`src/rtl/timer_requester_pkg.sv`:
```
// rtl/timer_requester_pkg.sv - shared llct codes, state and error encodings for the timer requester
package timer_requester_pkg;

    localparam logic [7:0] LLCT_NOP  = 8'h00;
    localparam logic [7:0] TIME_OP   = 8'h01;
    localparam logic [7:0] LLCT_IO   = 8'h02;

    localparam int CNT_W_DEFAULT     = 8;
    localparam int WD_MARGIN_DEFAULT = 2;

    typedef enum logic [2:0] {
        ST_IDLE = 3'd0,
        ST_ARM  = 3'd1,
        ST_WAIT = 3'd2,
        ST_DONE = 3'd3,
        ST_ERR  = 3'd4
    } state_t;

    typedef enum logic [1:0] {
        ERR_NONE     = 2'b00,
        ERR_WATCHDOG = 2'b01,
        ERR_ABORT    = 2'b10
    } err_t;

endpackage

```
`src/rtl/timer_requester_if.sv`:
```
// rtl/timer_requester_if.sv - executor-side command/report bundle of the timer requester
interface timer_requester_if #(
    parameter int CNT_W = 8
);
    logic             llc_valid;
    logic [7:0]       llct;
    logic [CNT_W-1:0] llcc;
    logic             abort;
    logic             busy;
    logic             llc_done;
    logic             llc_error;
    logic [1:0]       err_code;
    logic [CNT_W-1:0] elapsed;

    modport master (
        output llc_valid, llct, llcc, abort,
        input  busy, llc_done, llc_error, err_code, elapsed
    );

    modport slave (
        input  llc_valid, llct, llcc, abort,
        output busy, llc_done, llc_error, err_code, elapsed
    );
endinterface

```
`src/rtl/timer_requester_tick_counter.sv`:
```
// rtl/timer_requester_tick_counter.sv - saturating enable counter with clear and greater-than compare
module timer_requester_tick_counter #(
    parameter int W = 8
) (
    input  logic         clk,
    input  logic         resetn,
    input  logic         clr,
    input  logic         en,
    input  logic [W:0]   limit,
    output logic [W-1:0] count,
    output logic         gt
);
    always_ff @(posedge clk) begin
        if (!resetn) begin
            count <= '0;
        end else if (clr) begin
            count <= '0;
        end else if (en && (count != {W{1'b1}})) begin
            count <= count + W'(1);
        end
    end

    // limit is one bit wider so callers can add a margin without wrapping
    assign gt = ({1'b0, count} > limit);
endmodule

```
`src/rtl/timer_requester.sv`:
```
// rtl/timer_requester.sv - holds the timer run request for a time command, with watchdog and abort
module timer_requester
    import timer_requester_pkg::*;
#(
    parameter int CNT_W     = CNT_W_DEFAULT,
    parameter int WD_MARGIN = WD_MARGIN_DEFAULT
) (
    input  logic              clk,
    input  logic              reset,
    input  logic              tick_10hz,
    input  logic              timeout,
    output logic              timer_run_n,
    timer_requester_if.slave  exec
);
    state_t           state;
    logic [CNT_W-1:0] cnt_target;
    logic [CNT_W:0]   wd_limit;
    logic             accept;
    logic             cnt_clr;
    logic             cnt_en;
    logic             wd_gt;

    assign accept   = exec.llc_valid && (exec.llct == TIME_OP);
    assign cnt_clr  = (state == ST_IDLE) && accept;
    assign cnt_en   = (state == ST_WAIT) && tick_10hz;
    assign wd_limit = {1'b0, cnt_target} + (CNT_W+1)'(WD_MARGIN);

    timer_requester_tick_counter #(.W(CNT_W)) u_tick_counter (
        .clk    (clk),
        .resetn (reset),
        .clr    (cnt_clr),
        .en     (cnt_en),
        .limit  (wd_limit),
        .count  (exec.elapsed),
        .gt     (wd_gt)
    );

    // Outputs are set on the edge that enters each state, so they track state with no comb path.
    always_ff @(posedge clk) begin
        if (!reset) begin
            state          <= ST_IDLE;
            cnt_target     <= '0;
            timer_run_n    <= 1'b1;
            exec.busy      <= 1'b0;
            exec.llc_done  <= 1'b0;
            exec.llc_error <= 1'b0;
            exec.err_code  <= ERR_NONE;
        end else begin
            exec.llc_done  <= 1'b0;
            exec.llc_error <= 1'b0;
            case (state)
                ST_IDLE: begin
                    if (accept) begin
                        exec.err_code <= ERR_NONE;
                        if (exec.llcc != '0) begin
                            cnt_target  <= exec.llcc;
                            timer_run_n <= 1'b0;
                            exec.busy   <= 1'b1;
                            state       <= ST_ARM;
                        end else begin
                            exec.llc_done <= 1'b1;
                            state         <= ST_DONE;
                        end
                    end
                end
                // a timeout seen here belongs to a previous run and is dropped
                ST_ARM: state <= ST_WAIT;
                ST_WAIT: begin
                    if (exec.abort) begin
                        exec.err_code  <= ERR_ABORT;
                        exec.llc_error <= 1'b1;
                        timer_run_n    <= 1'b1;
                        exec.busy      <= 1'b0;
                        state          <= ST_ERR;
                    end else if (!timeout) begin
                        exec.llc_done <= 1'b1;
                        timer_run_n   <= 1'b1;
                        exec.busy     <= 1'b0;
                        state         <= ST_DONE;
                    end else if (wd_gt) begin
                        exec.err_code  <= ERR_WATCHDOG;
                        exec.llc_error <= 1'b1;
                        timer_run_n    <= 1'b1;
                        exec.busy      <= 1'b0;
                        state          <= ST_ERR;
                    end
                end
                ST_DONE, ST_ERR: state <= ST_IDLE;
                default: begin
                    timer_run_n <= 1'b1;
                    exec.busy   <= 1'b0;
                    state       <= ST_IDLE;
                end
            endcase
        end
    end
endmodule

```
`src/flat_wrapper.sv`:
```
// flat-port wrapper written by rule: the top's interface ports become plain ports
module timer_requester_flat import timer_requester_pkg::*;
#(
    parameter int CNT_W     = CNT_W_DEFAULT,
    parameter int WD_MARGIN = WD_MARGIN_DEFAULT
)
  (clk, reset, tick_10hz, timeout, timer_run_n, exec_llc_valid, exec_llct, exec_llcc, exec_abort, exec_busy, exec_llc_done, exec_llc_error, exec_err_code, exec_elapsed);
  timer_requester_if #(.CNT_W(CNT_W)) exec_i ();
  input  logic clk;
  input  logic reset;
  input  logic tick_10hz;
  input  logic timeout;
  output logic timer_run_n;
  input wire logic [$bits(exec_i.llc_valid)-1:0] exec_llc_valid;
  input wire logic [$bits(exec_i.llct)-1:0] exec_llct;
  input wire logic [$bits(exec_i.llcc)-1:0] exec_llcc;
  input wire logic [$bits(exec_i.abort)-1:0] exec_abort;
  output wire logic [$bits(exec_i.busy)-1:0] exec_busy;
  output wire logic [$bits(exec_i.llc_done)-1:0] exec_llc_done;
  output wire logic [$bits(exec_i.llc_error)-1:0] exec_llc_error;
  output wire logic [$bits(exec_i.err_code)-1:0] exec_err_code;
  output wire logic [$bits(exec_i.elapsed)-1:0] exec_elapsed;
  assign exec_i.llc_valid = exec_llc_valid;
  assign exec_i.llct = exec_llct;
  assign exec_i.llcc = exec_llcc;
  assign exec_i.abort = exec_abort;
  assign exec_busy = exec_i.busy;
  assign exec_llc_done = exec_i.llc_done;
  assign exec_llc_error = exec_i.llc_error;
  assign exec_err_code = exec_i.err_code;
  assign exec_elapsed = exec_i.elapsed;
  timer_requester #(.CNT_W(CNT_W), .WD_MARGIN(WD_MARGIN)) u_core (.clk(clk), .reset(reset), .tick_10hz(tick_10hz), .timeout(timeout), .timer_run_n(timer_run_n), .exec(exec_i));
endmodule
```
`config.mk`:
```
export PLATFORM = sky130hd
export DESIGN_NAME = timer_requester_flat
export DESIGN_NICKNAME = d
export VERILOG_FILES = /design/src/rtl/timer_requester_pkg.sv /design/src/rtl/timer_requester_if.sv /design/src/rtl/timer_requester_tick_counter.sv /design/src/rtl/timer_requester.sv /design/src/flat_wrapper.sv
export SDC_FILE = /design/constraint.sdc
export NUM_CORES = 1
export LEC_CHECK = 0
export CAP_MARGIN = 20
export CORE_UTILIZATION = 51
export CTS_BUF_LIST = sky130_fd_sc_hd__clkbuf_8 sky130_fd_sc_hd__clkbuf_16
export DETAILED_ROUTE_END_ITERATION = 8
export PLACE_DENSITY_LB_ADDON = 0.1
export SETUP_SLACK_MARGIN = 0.15
export SYNTH_ARGS = -nofsm -noshare
export SYNTH_HDL_FRONTEND = slang
export SYNTH_SLANG_ARGS = --single-unit
```
`constraint.sdc`:
```
create_clock -name clk -period 5.8 [get_ports clk]
set_input_delay 1.16 -clock clk [delete_from_list [all_inputs] [get_ports clk]]
set_output_delay 1.16 -clock clk [all_outputs]
set_load 0.02 [all_outputs]
```
==> results_dict.tcl <==
set metrics [dict create \
    finalWorstSetupSlack_ns 2.88 \
    required_ns 5.94 \
    hold_class "reg2reg" \
    cts_made_buffers 3 \
    cts_setup_buffers 0 \
    finalSetupTns_ns 0 \
    fin_crit_ns 2.92 \
    drive_gt1_share_pct 7.29 \
    htreeDepth 1 \
    synth_seq_area_share_pct 36.6 \
    synth_most_common_cell "dfxtp_1" \
    die_area_um2 2890 \
    max_slew_margin_pct 69.2 \
    drt_iter0_markers 27 \
    via_count 1278 \
    synth_commonest_cells "dfxtp_1, nor2_1, ha_1" \
    ir_drop_mv 0.139 \
    crit_fanout 8 \
    utilization_pct 71.8 \
    ant_nets 0 \
    worstSkewPairLatency_ns 0.26 \
    power_density_nw_per_um2 163 \
    grtUsageTotal_pct 23.4 \
    num_rows 18 \
    hold_slack_ns 0.493 \
    fmax_ghz 0.342 \
    synth-edff-count 0 \
    status "finished clean" \
    coreArea_um2 2500 \
    cp-start-kind "input port" \
    worst_slew_pin_slew_ns 0.462 \
    ioPinCount 36 \
    grt_max_degree 14 \
    yosysWarnings 0 \
    cts_sinks 25 \
    synth_area_leaders "dfxtp_1, ha_1, mux2i_1, nor2_1, xor2_1" \
    clock_skew_ns 0.00199 \
    hpwl_um 2360 \
    insertedDiodeCount 0 \
    grt_overflow 0 \
    routed_wl_um 2980 \
    gp_congestion 0.859 \
    routed_via_density 5.76 \
    final-setup-viol-count 0 \
    cts_root_buf "clkbuf_8" \
    synth_top_area_cell "dfxtp_1" \
    io_buffer_count 35 \
    grt_pass1_wl_um 4910 \
    grt_pass1_vias 1140 \
    die_w_um 53.8 \
    leakage_nw 0.727 \
    total_power_uw 293 \
    grt_setup_unrepaired "no" \
    period_share_pct 50.4 \
    hold_viol 0 \
    final_area_um2 1790 \
    holdBufCountCts 0 \
    critPathKind "in2reg" \
    antenna_found_initial 0 \
    layout.nets 225 \
    cp.arrival_ns 3.07 \
    async_flop_share_pct 0 \
    yosysUniqueCellTypes 36 \
    drv_cap 0 \
    syn_area_per_cell_um2 8.83 \
    path_clk_slew_ns 0.08 \
    slew_violations 0 \
    cts_tree "built" \
    avgRoutedWirePerCell_um 13.4 \
    ys_ff_latch 25 \
    first_pass_iters 4 \
    dp_cells 218 \
    placed_area_um2 1750 \
    synth_cells 155 \
    yosys.area.top_type_share_pct 36.6 \
    drc 0 \
    fp.dieH_um 53.8 \
    post-place-ws_ns 2.59 \
    synth-main-ff-cell "dfxtp_1" \
    synth_area_um2 1370 \
    post_cts_resize_count 0 \
    start_util_pct 54.8 \
    fin_cells 222 \
    cts_max_path_buffers 2 \
    synth_nets 187 \
    crit_path_end_kind "flip-flop" \
    syn_to_final_growth_pct 31.1 \
]
cell type report:
| type | instances | area (µm²) |
|---|---|---|
| fillers | 212 | 706 |
| flip-flops and latches | 25 | 500 |
| clock inverters | 1 | 3.75 |
| well taps | 30 | 37.5 |
| repair buffers | 35 | 350 |
| multi-input cells | 121 | 835 |
| inverters | 7 | 26.3 |
| clock buffers | 3 | 41.3 |
sequential cells by signal, summed over array words and instances, names as in the netlist:
register                     count
u_core.state                     3
u_core.exec.llc_error            1
u_core.timer_run_n               1
u_core.cnt_target                8
u_core.exec.llc_done             1
u_core.u_tick_counter.count      8
u_core.exec.err_code             2
u_core.exec.busy                 1
worst max-delay path, cell delays in order:
cell and delay, ns:
clkdlybuf4s50_1 0.40, or4b_4 0.53, nor3_1 0.37, nand3_2 0.31, a32oi_1 0.24, nor2_1 0.05
per-layer routing:
metal,GRT usage [%],up-vias,part of all wire (%)
met2,40.9,47,48
met3,3.39,2,5.1
met1,29.4,583,46
li1,-,646,-
met5,0,-,0
met4,6.58,0,0.64
cell usage in the layout (no fill, tap or decap), types with 2 or more instances in the layout:
master / netlist / routed
nand2_1: 9 / 9
xor2_1: 7 / 7
nor3_1: 6 / 6
nor2_1: 21 / 21
clkdlybuf4s50_1: 0 / 35
clkbuf_8: 0 / 3
and3_1: 2 / 2
xnor2_1: 4 / 4
nand4_1: 7 / 7
o21ai_0: 4 / 4
a32oi_1: 2 / 2
and2_1: 2 / 2
o221ai_1: 4 / 4
nor4_1: 2 / 2
dfxtp_1: 25 / 25
mux2i_1: 8 / 8
a21oi_1: 6 / 6
inv_1: 7 / 8
nand3_1: 9 / 9
ha_1: 10 / 10
or3_1: 2 / 2
cells by family after synthesis:
logic type	after synthesis	synth area share [%]
adders and majority gates	10	9.14
muxes	8	5.85
and+or+nand+nor	67	25.6
buffers and inverters	9	2.47
xor gates and xnor gates	11	7.04
DFF	25	36.6
AOI/OAI and AO/OA	25	13.3
final timing paths:
| path | from | endpoint | slack [ns] | depth (start not counted) |
|---|---|---|---|---|
| worst min-delay path | u_core.exec.err_code[1]$_SDFFE_PN0P_ | u_core.exec.err_code[1]$_SDFFE_PN0P_ | 0.49 | 2 |
| worst min register to register | u_core.exec.err_code[1]$_SDFFE_PN0P_ | u_core.exec.err_code[1]$_SDFFE_PN0P_ | 0.49 | 2 |
| worst max register to register | u_core.cnt_target[3]$_SDFFE_PN0P_ | u_core.exec.busy$_SDFFE_PN0P_ | 3.25 | 9 |
| worst max-delay path | exec_llct[4] | u_core.cnt_target[3]$_SDFFE_PN0P_ | 2.88 | 6 |
report_power, final:
group          internal (mW)  total [mW]  switching (mW)
logic                 0.0143      0.0215         0.00719
registers              0.172       0.172        0.000148
clock network         0.0472      0.0995          0.0523
total                  0.233       0.293          0.0596
Power figures use the tool's default switching activity.
